File: config.mk
export PLATFORM = sky130hd
export DESIGN_NAME = flos_cfs_responder
export DESIGN_NICKNAME = d
export VERILOG_FILES = /design/src/rtl/flos_cfs_pkg.sv /design/src/rtl/flos_evt_fifo.sv /design/src/rtl/flos_cfs_responder.sv
export SDC_FILE = /design/constraint.sdc
export NUM_CORES = 1
export LEC_CHECK = 0
export CAP_MARGIN = 20
export CORE_MARGIN = 1.5
export CORE_UTILIZATION = 52
export DETAILED_ROUTE_END_ITERATION = 16
export PLACE_DENSITY = 0.81
export SLEW_MARGIN = 20
export SYNTH_ARGS = -nofsm -noshare
export SYNTH_HDL_FRONTEND = slang
export SYNTH_SLANG_ARGS = --single-unit
export TNS_END_PERCENT = 5
File: constraint.sdc
create_clock -name clk_i -period 4.2 [get_ports clk_i]
set_clock_uncertainty 0.2 [all_clocks]
set_input_delay 0.42 -clock clk_i [delete_from_list [all_inputs] [get_ports clk_i]]
set_output_delay 0.42 -clock clk_i [all_outputs]
set_load 0.005 [all_outputs]
File: src/rtl/flos_cfs_pkg.sv
// Shared constants for the FLOS CFS responder: register indices, bit positions, response codes.
package flos_cfs_pkg;

    // Register index = bus_addr[4:2]
    localparam logic [2:0] RegCtrl   = 3'd0;
    localparam logic [2:0] RegStatus = 3'd1;
    localparam logic [2:0] RegPush   = 3'd2;
    localparam logic [2:0] RegResult = 3'd3;
    localparam logic [2:0] RegRescnt = 3'd4;

    localparam int unsigned CtrlEnBit    = 0;
    localparam int unsigned CtrlClrBit   = 1;
    localparam int unsigned CtrlIrqEnBit = 2;

    localparam int unsigned StEmptyBit = 0;
    localparam int unsigned StFullBit  = 1;
    localparam int unsigned StLevelLsb = 8;
    localparam int unsigned StLevelW   = 7;
    localparam int unsigned StOvfBit   = 16;
    localparam int unsigned StPendBit  = 17;

    localparam int unsigned RescntW = 16;

    typedef enum logic [1:0] {
        RespNone = 2'b00,
        RespAck  = 2'b01,
        RespErr  = 2'b10
    } resp_e;

endpackage

File: src/rtl/flos_evt_fifo.sv
// Synchronous event FIFO with clear; head reads 0 while empty.
module flos_evt_fifo #(
    parameter int unsigned Depth = 8,
    parameter int unsigned DataW = 32,
    localparam int unsigned PtrW = $clog2(Depth),
    localparam int unsigned LvlW = PtrW + 1
) (
    input  logic             clk,
    input  logic             rst,
    input  logic             push,
    input  logic [DataW-1:0] push_data,
    input  logic             pop,
    input  logic             clear,
    output logic [DataW-1:0] head,
    output logic             empty,
    output logic             full,
    output logic [LvlW-1:0]  level
);

    logic [DataW-1:0] mem_q [Depth];
    logic [PtrW-1:0]  wr_ptr_q, rd_ptr_q;
    logic [LvlW-1:0]  level_q;
    logic             do_push, do_pop;

    assign empty   = (level_q == '0);
    assign full    = (level_q == LvlW'(Depth));
    assign level   = level_q;
    assign do_push = push & ~full & ~clear;
    assign do_pop  = pop & ~empty & ~clear;
    assign head    = empty ? '0 : mem_q[rd_ptr_q];

    // Depth is a power of two, so pointers wrap by natural overflow
    always_ff @(posedge clk) begin
        if (rst || clear) begin
            wr_ptr_q <= '0;
            rd_ptr_q <= '0;
            level_q  <= '0;
        end else begin
            if (do_push) wr_ptr_q <= wr_ptr_q + PtrW'(1);
            if (do_pop)  rd_ptr_q <= rd_ptr_q + PtrW'(1);
            level_q <= level_q + LvlW'(do_push) - LvlW'(do_pop);
        end
    end

    always_ff @(posedge clk) begin
        if (rst) begin
            for (int i = 0; i < int'(Depth); i++) mem_q[i] <= '0;
        end else if (do_push) begin
            mem_q[wr_ptr_q] <= push_data;
        end
    end

endmodule

File: src/rtl/flos_cfs_responder.sv
// CFS register window for the FLOS accelerator: bus decode, control/status, event FIFO, results.
module flos_cfs_responder
    import flos_cfs_pkg::*;
#(
    parameter int unsigned FIFO_DEPTH = 8,
    parameter int unsigned DATA_W     = 32,
    parameter int unsigned ADDR_W     = 8
) (
    input  logic              clk_i,
    input  logic              rst_i,
    input  logic              bus_stb_i,
    input  logic              bus_rw_i,
    input  logic [ADDR_W-1:0] bus_addr_i,
    input  logic [DATA_W-1:0] bus_data_i,
    input  logic [3:0]        bus_ben_i,
    output logic [DATA_W-1:0] bus_data_o,
    output logic              bus_ack_o,
    output logic              bus_err_o,
    output logic              evt_valid_o,
    output logic [DATA_W-1:0] evt_data_o,
    input  logic              evt_ready_i,
    input  logic              res_valid_i,
    input  logic [DATA_W-1:0] res_data_i,
    output logic              irq_o
);

    localparam int unsigned LvlW = $clog2(FIFO_DEPTH) + 1;

    logic               enable_q, enable_d, irq_en_q, irq_en_d;
    logic               ovf_q, ovf_d, pend_q, pend_d, irq_q;
    logic [DATA_W-1:0]  result_q, result_d, rdata_q, rdata_d;
    logic [RescntW-1:0] rescnt_q, rescnt_d;
    resp_e              resp_q, resp_d;

    logic              fifo_push, fifo_pop, fifo_clear, fifo_empty, fifo_full;
    logic [LvlW-1:0]   fifo_level;
    logic [DATA_W-1:0] fifo_head;
    logic [2:0]        reg_idx;
    logic [31:0]       status_word, ctrl_word;
    logic              unused_addr;

    assign reg_idx     = bus_addr_i[4:2];
    assign unused_addr = ^{bus_addr_i[ADDR_W-1:5], bus_addr_i[1:0]};
    assign fifo_pop    = evt_valid_o & evt_ready_i;

    flos_evt_fifo #(
        .Depth (FIFO_DEPTH),
        .DataW (DATA_W)
    ) u_fifo (
        .clk       (clk_i),
        .rst       (rst_i),
        .push      (fifo_push),
        .push_data (bus_data_i),
        .pop       (fifo_pop),
        .clear     (fifo_clear),
        .head      (fifo_head),
        .empty     (fifo_empty),
        .full      (fifo_full),
        .level     (fifo_level)
    );

    always_comb begin
        status_word = '0;
        status_word[StEmptyBit] = fifo_empty;
        status_word[StFullBit]  = fifo_full;
        status_word[StLevelLsb +: StLevelW] = StLevelW'(fifo_level);
        status_word[StOvfBit]   = ovf_q;
        status_word[StPendBit]  = pend_q;
        ctrl_word = '0;
        ctrl_word[CtrlEnBit]    = enable_q;
        ctrl_word[CtrlIrqEnBit] = irq_en_q;
    end

    always_comb begin
        resp_d     = RespNone;
        rdata_d    = '0;
        fifo_push  = 1'b0;
        fifo_clear = 1'b0;
        enable_d   = enable_q;
        irq_en_d   = irq_en_q;
        ovf_d      = ovf_q;
        pend_d     = pend_q;
        result_d   = result_q;
        rescnt_d   = rescnt_q;

        if (bus_stb_i) begin
            resp_d = RespAck;
            case (reg_idx)
                RegCtrl: begin
                    if (!bus_rw_i) begin
                        rdata_d = DATA_W'(ctrl_word);
                    end else if (bus_ben_i[0]) begin
                        enable_d   = bus_data_i[CtrlEnBit];
                        irq_en_d   = bus_data_i[CtrlIrqEnBit];
                        fifo_clear = bus_data_i[CtrlClrBit];
                    end
                end
                RegStatus: begin
                    if (!bus_rw_i) begin
                        rdata_d = DATA_W'(status_word);
                    end else if (bus_data_i[StOvfBit]) begin
                        ovf_d = 1'b0;
                    end
                end
                RegPush: begin
                    if (bus_rw_i) begin
                        // Full is judged on registered state; a same-cycle pop does not help
                        if (bus_ben_i != 4'hF) begin
                            resp_d = RespErr;
                        end else if (fifo_full) begin
                            resp_d = RespErr;
                            ovf_d  = 1'b1;
                        end else begin
                            fifo_push = 1'b1;
                        end
                    end
                end
                RegResult: begin
                    if (!bus_rw_i) begin
                        rdata_d = result_q;
                        pend_d  = 1'b0;
                    end
                end
                RegRescnt: begin
                    if (!bus_rw_i) rdata_d = DATA_W'(rescnt_q);
                end
                default: resp_d = RespErr;
            endcase
        end

        // A new result overrides a same-cycle RESULT read clearing pending
        if (res_valid_i) begin
            result_d = res_data_i;
            rescnt_d = rescnt_q + RescntW'(1);
            pend_d   = 1'b1;
        end
    end

    always_ff @(posedge clk_i) begin
        if (rst_i) begin
            enable_q <= 1'b0;
            irq_en_q <= 1'b0;
            ovf_q    <= 1'b0;
            pend_q   <= 1'b0;
            irq_q    <= 1'b0;
            result_q <= '0;
            rescnt_q <= '0;
            rdata_q  <= '0;
            resp_q   <= RespNone;
        end else begin
            enable_q <= enable_d;
            irq_en_q <= irq_en_d;
            ovf_q    <= ovf_d;
            pend_q   <= pend_d;
            irq_q    <= irq_en_q & pend_q;
            result_q <= result_d;
            rescnt_q <= rescnt_d;
            rdata_q  <= rdata_d;
            resp_q   <= resp_d;
        end
    end

    assign bus_ack_o   = (resp_q == RespAck);
    assign bus_err_o   = (resp_q == RespErr);
    assign bus_data_o  = rdata_q;
    assign evt_valid_o = enable_q & ~fifo_empty;
    assign evt_data_o  = fifo_head;
    assign irq_o       = irq_q;

endmodule

==> results.json, run 1 <==
{
  "drive_above_1_share": 0.300,
  "grt_use_total": 0.241,
  "leakagePower_nw": 6.11,
  "synth_top_cell_by_area": "edfxtp_1",
  "nNetsFinal": 1399,
  "synth.area.top_cells": "edfxtp_1 (46%), nor3_2 (13%), dfxtp_1 (12%)",
  "synth_edf_count": 256,
  "finalHoldViolations": 0,
  "synthCells": 1197,
  "start_util": 0.529,
  "vias": 10604,
  "grt_pass1_vias": 10843,
  "slew_violations": 0,
  "cpMaxStageDelayCell": "and2_4",
  "start_kind": "flip-flop",
  "grt_busiest_layer": "met2",
  "insertion_delay_ns": 0.54,
  "yosysSeqAreaShare": 0.579,
  "die_w_um": 182,
  "cts_tree": "done",
  "dp_slack_ns": 0.975,
  "drc": 0,
  "vias_per_cell": 6.09,
  "cp.arrival_ns": 2.81,
  "worst_pin_slew_ns": 0.962,
  "hold_class": "in2reg",
  "hold_buffers": 0,
  "swShare": 0.214,
  "grtUsageMet2": 0.412,
  "seq_power_share": 0.514,
  "max-cap-violations": 0,
  "ys_warn_count": 0,
  "hpwl_um": 23200,
  "grt_setup_unrepaired": "no",
  "ys_types": 59,
  "crit_chain": "inv_1 > ha_1 > or3b_4 > and2_4 > a22o_1 > clkdlybuf4s50_1",
  "fill_cells": 2309,
  "cellPowerDensity_nw_per_um2": 386,
  "synth-async-reset-ratio": 0,
  "port_buffers": 144,
  "cpPeakStageDelay_ns": 0.53,
  "first_iter_violations": 969,
  "critical_path_required_ns": 3.58,
  "htree_levels": 2,
  "clock_sinks": 356,
  "clkSlewWorstSetupHoldPaths_ns": 0.06,
  "cts_root_buffer": "clkbuf_16",
  "routed_wl_um": 39800,
  "antenna_found_initial": 2,
  "rows": 65,
  "place_area_um2": 18500,
  "gr-usage-met1": 0.318,
  "area_growth_syn_to_layout_pct": 17.8,
  "power.switching_mw": 1.63,
  "fin_area_um2": 19700,
  "end_kind": "output pin",
  "syn_area_per_cell_um2": 14.0,
  "use_met3": 0.0433,
  "grt_max_degree": 134,
  "core_um2": 31600,
  "drt-pass1-iter-count": 5,
  "overflow": 0,
  "relSlewSlack": 0.358,
  "seq_area_um2": 9690,
  "fmax_mhz": 291,
  "numCtsBuffers": 38,
  "die_area_um2": 33300,
  "grt_pass1_wl_um": 61500,
  "pwr-share-clk": 0.439,
  "gp_congestion": 0.810,
  "period_share": 0.817,
  "ioPinCount": 150,
  "ant_nets": 0,
  "synth_nets": 1288,
  "finalNonFillerCells": 1742,
  "path_max_fanout": 32,
  "netlist_area_um2": 16700,
  "combPwrFrac": 0.047,
  "period_minus_slack_ns": 3.43,
  "cts.path.max_buffers": 3,
  "place_inst": 1670,
  "wl_per_cell_um": 22.9,
  "synth_top_area_frac": 0.459,
  "synth_flop_cell": "edfxtp_1",
  "synth-seq-cells": 356,
  "p_int_mw": 5.98,
  "outcome": "complete, no violations",
  "peakVddDrop_uv": 301,
  "cts_resized": 0,
  "worst_slack_ns": 0.769,
  "path_class": "reg2out",
  "setup_viol": 0,
  "post_cts_buffers": 0,
  "die_h_um": 182,
  "multi_input_area_um2": 6440
}
## worst paths after layout
path | from | endpoint | slack [ns] | cells past startpoint
setup / recovery | u_fifo.level[2] | evt_data_o[18] | 0.77 | 6
setup reg to reg | u_fifo.level[2] | u_fifo.mem_q[0][23] | 1.44 | 6
hold / removal | rst_i | result_q[16] | 0.06 | 2
hold reg to reg | result_q[19] | bus_data_o[19] | 0.26 | 1
## cell usage after synthesis (all sizes together), types with 7 or more instances
library cell / instances
nand4: 14
a21oi: 17
o31ai: 8
and2: 17
nor3: 228
nand2: 74
nor2: 99
a32oi: 9
a22o: 32
mux2: 10
nor2b: 10
mux4: 64
o21ai: 19
dfxtp: 100
or3: 8
edfxtp: 256
clkbuf: 40
buf: 68
inv: 12
ha: 8
mux2i: 38
nor4: 7
## registers in the layout, summed over array words and instances (netlist names), 2 cells and up, named ones only
name	cells
u_fifo.wr_ptr_q	3
u_fifo.mem_q	256
rescnt_q	16
u_fifo.rd_ptr_q	3
u_fifo.level	4
result_q	32
bus_data_o	32
resp_q	2
## stage by stage
stage           util  power [mW]  hold slack [ns]  setup TNS (ns)
5_1_grt        0.623        7.79           0.0609               0
6_report       0.623        7.60           0.0644               0
3_3_place_gp   0.584        4.32            0.235               0
3_5_place_dp   0.584        4.34            0.240               0
2_1_floorplan      -        4.16            0.229          -15.48
4_1_cts        0.623        7.63           0.0454               0
## critical path: cells and delay by family, from the launching register on
family | cells | cell delay (ns)
AO/OA/AOI/OAI | 1 | 0.31
adder cells (fa/ha/maj) | 1 | 0.21
buffers and inverters | 2 | 0.60
flip-flops | 1 | 0.35
AND/OR/NAND/NOR | 2 | 0.81
## layout make-up
cell class / instances / share of cell area
Antenna cell: 2 / 0.000254
Clock buffer: 44 / 0.0504
Clock inverter: 26 / 0.0121
Inverter: 12 / 0.00228
Multi-Input combinational cell: 721 / 0.327
Sequential cell: 356 / 0.492
Tap cell: 402 / 0.0255
Timing Repair Buffer: 179 / 0.0910
## power groups by stage
stage	clock [mW]	sequential [mW]	combinational, mW
after floorplan	0	3.97	0.183
after global placement	0	3.97	0.349
after detailed placement	0	3.98	0.356
after CTS	3.36	3.91	0.358
after global routing	3.50	3.92	0.380
final	3.34	3.91	0.357
## layer usage
metal | part of all wire | routed length, um
met2 | 0.50 | 19800
met4 | 0.023 | 903
met5 | 0 | 0
met1 | 0.40 | 16000
met3 | 0.079 | 3160
## cell usage in the layout, fill, tap and decap left out, types with 9 or more instances in the layout
cell type        count
a21oi_1             17
a22o_1              31
a32oi_1              9
and2_1              15
buf_4               27
clkbuf_16           39
clkdlybuf4s50_1    142
clkinv_1            13
dfxtp_1             98
edfxtp_1           256
inv_1               12
mux2_2              10
mux2i_1             38
mux4_2              64
nand2_1             73
nand4_1             11
nor2_1              97
nor2b_1              9
nor3_1              19
nor3_2             209
o21ai_0             14
## cells by family (layout without fill, tap and decap cells)
family                   Yosys count  in the layout  share of synthesized area
AND/OR/NAND/NOR                  493            493                      0.208
flip-flops                       356            356                      0.579
buffers and inverters            120            261                     0.0432
multiplexers                     112            112                      0.116
AO/OA/AOI/OAI                    101            101                     0.0435
adder cells (fa/ha/maj)            9              9                    0.00718
XOR/XNOR                           6              6                    0.00314
other                              0              2                          0
No activity file was read; power rests on OpenSTA's default activity.
==> inputs of run 2 (changes only) <==
Settings changed: CORE_UTILIZATION 52 to 55, PLACE_DENSITY 0.81 to 0.82.
Clock period 4.2 ns to 3.3 ns, I/O delays scaled along.
==> run 2 against run 1 <==
  * Setup slack worse by 0.66 ns
  * Core utilization rose by 4.2 points
  * Total power up 23%
  * Critical endpoint is now evt_data_o[8]
  * Wire length decreased by 2.2%
  * Die area fell by 5.4%
  * Combinational power grew 29%
  * Sequential share of layout area decreased by 0.26 points
  * Global-route usage increased by 1.1 points
  * Clock-buffer cell count up 8
  * Largest power group unchanged
  * Non-clock buffer count grew 18
  * Sequential power increased by 27%
==> results.json, run 2 (synthesis gave the netlist of run 1 again) <==
{
  "start_util": 0.562,
  "wl_per_cell_um": 22.4,
  "start_kind": "flip-flop",
  "die_area_um2": 31500,
  "hold_class": "in2reg",
  "finalHoldViolations": 0,
  "whs_ns": 0.0384,
  "nNetsFinal": 1417,
  "worst_pin_slew_ns": 0.907,
  "r2r_setup_slack_ns": 0.59,
  "vias": 10660,
  "rr_endpoint": "u_fifo.mem_q[0][23]",
  "routed_wl_um": 39000,
  "crit_end": "evt_data_o[8]",
  "port_buffers": 144,
  "fin_area_um2": 19800,
  "grt_max_degree": 144,
  "end_kind": "output pin",
  "cellPowerDensity_nw_per_um2": 473,
  "cp_num_buf_inv": 2,
  "startpoint": "u_fifo.level[2]",
  "antenna_found_initial": 2,
  "core_um2": 29800,
  "cpPeakStageDelay_ns": 0.54,
  "leakagePower_nw": 6.19,
  "die_h_um": 177,
  "cts_root_buffer": "clkbuf_16",
  "insertion_delay_ns": 0.51,
  "max-cap-violations": 0,
  "cp_num_cells": 6,
  "cts_tree": "done",
  "drc": 0,
  "drive_above_1_share": 0.306,
  "worstRegToRegCells": 6,
  "mostFrequentLayoutCells": "edfxtp_1 (256), nor3_2 (209), clkdlybuf4s50_1 (142), dfxtp_1 (98), nor2_1 (97)",
  "final_common_cell": "edfxtp_1",
  "clkSlewWorstSetupHoldPaths_ns": 0.06,
  "grt_use_total": 0.252,
  "setup_viol": 0,
  "largest-register": "u_fifo.mem_q",
  "cpMaxStageDelayCell": "clkdlybuf4s50_1",
  "vias_per_cell": 6.12,
  "total_power_mw": 9.38,
  "first_iter_violations": 1215,
  "crit_chain": "inv_1 > ha_1 > or3b_4 > and2_4 > a22o_1 > clkdlybuf4s50_1",
  "r2r_start": "u_fifo.level[2]",
  "overflow": 0,
  "die_w_um": 177,
  "gp_congestion": 0.798,
  "cp_top_family": "simple AND/OR/NAND/NOR gates",
  "numCtsBuffers": 37,
  "area_growth_syn_to_layout_pct": 18.5,
  "relSlewSlack": 0.395,
  "cp.arrival_ns": 2.66,
  "grt_setup_unrepaired": "no",
  "slew_violations": 0,
  "path_class": "reg2out",
  "place_area_um2": 18600,
  "ant_nets": 0,
  "grt_pass1_vias": 10866,
  "period_minus_slack_ns": 3.19,
  "path_max_fanout": 16,
  "clock_sinks": 356,
  "largest_reg_flops": 256,
  "rows": 63,
  "htree_levels": 2,
  "hpwl_um": 22000,
  "outcome": "complete, no violations",
  "critical_path_required_ns": 2.77,
  "fill_cells": 2081,
  "cts.path.max_buffers": 3,
  "ioPinCount": 150,
  "drt-pass1-iter-count": 7,
  "fmax_mhz": 313,
  "period_share": 0.968,
  "peakVddDrop_uv": 353,
  "grt_pass1_wl_um": 60200
}
## run 2: changes by cell type in the layout (fill, tap and decap cells not counted), sizes merged
| cell | before | now |
|---|---|---|
| inv | 14 | 13 |
| and2 | 17 | 18 |
| clkbuf | 44 | 52 |
| clkinv | 19 | 8 |
| buf | 37 | 55 |
| bufinv | 4 | 2 |
| diode | 2 | 1 |
## run 2: how the worst min path moves through the flow
stage,from,end,depth (start not counted)
finish,res_valid_i,rescnt_q[0],3
global route,res_valid_i,result_q[8],3
CTS,res_valid_i,rescnt_q[1],3
detailed placement,result_q[27],bus_data_o[27],1
global placement,result_q[25],bus_data_o[25],1
floorplan,result_q[18],bus_data_o[18],1
## run 2: layout make-up
cell class / instances / area (um2) / area share
multi-input combinational: 722 / 6460 / 0.326
timing repair buffer: 197 / 2000 / 0.101
inverter: 12 / 45.0 / 0.00227
antenna: 1 / 2.50 / 0.000126
tap: 390 / 488 / 0.0246
sequential: 356 / 9690 / 0.489
clock buffer: 52 / 1020 / 0.0517
clock inverter: 12 / 109 / 0.00549
## run 2: where the power goes
group          total (mW)  switching [mW]  leakage, nW  internal [mW]
Clock                3.94            1.62        0.546           2.32
Sequential           4.97          0.0492         3.40           4.92
Combinational       0.462           0.260         2.24          0.202
## run 2: through the flow
stage	instances	util	worst slack (ns)	TNS, ns
after floorplan	1197	-	-0.943	-214.54
after global placement	1664	0.624	0.400	0
after detailed placement	1664	0.624	0.337	0
after CTS	1729	0.662	0.0149	0
after global routing	1741	0.665	0.0246	0
final	1742	0.665	0.106	0
## run 2: layer usage
| layer | wire [um] | GRT usage | vias up | share of wire |
|---|---|---|---|---|
| met5 | 13 | 0 | - | 0.00033 |
| met4 | 892 | 0.0907 | 2 | 0.023 |
| met3 | 3720 | 0.0581 | 71 | 0.095 |
| met2 | 19600 | 0.425 | 515 | 0.50 |
| met1 | 14700 | 0.320 | 5282 | 0.38 |
| li1 | - | - | 4790 | - |
## run 2: repair_timing
action                                  in CTS  in global routing
resized for setup                            0                  1
endpoints found under the setup margin       9                 18
gates cloned                                 1                  0
hold endpoints to repair                     0                  0
pin swaps                                    1                  0
hold buffers                                 0                  0
setup buffers                                0                 12
## run 2: worst register-to-register path: stages, from the launching register on
cell	delay [ns]
dfxtp_1	0.32
inv_1	0.10
ha_1	0.17
or3b_4	0.43
nand4_4	0.25
buf_12	0.72
nor3_1	0.22
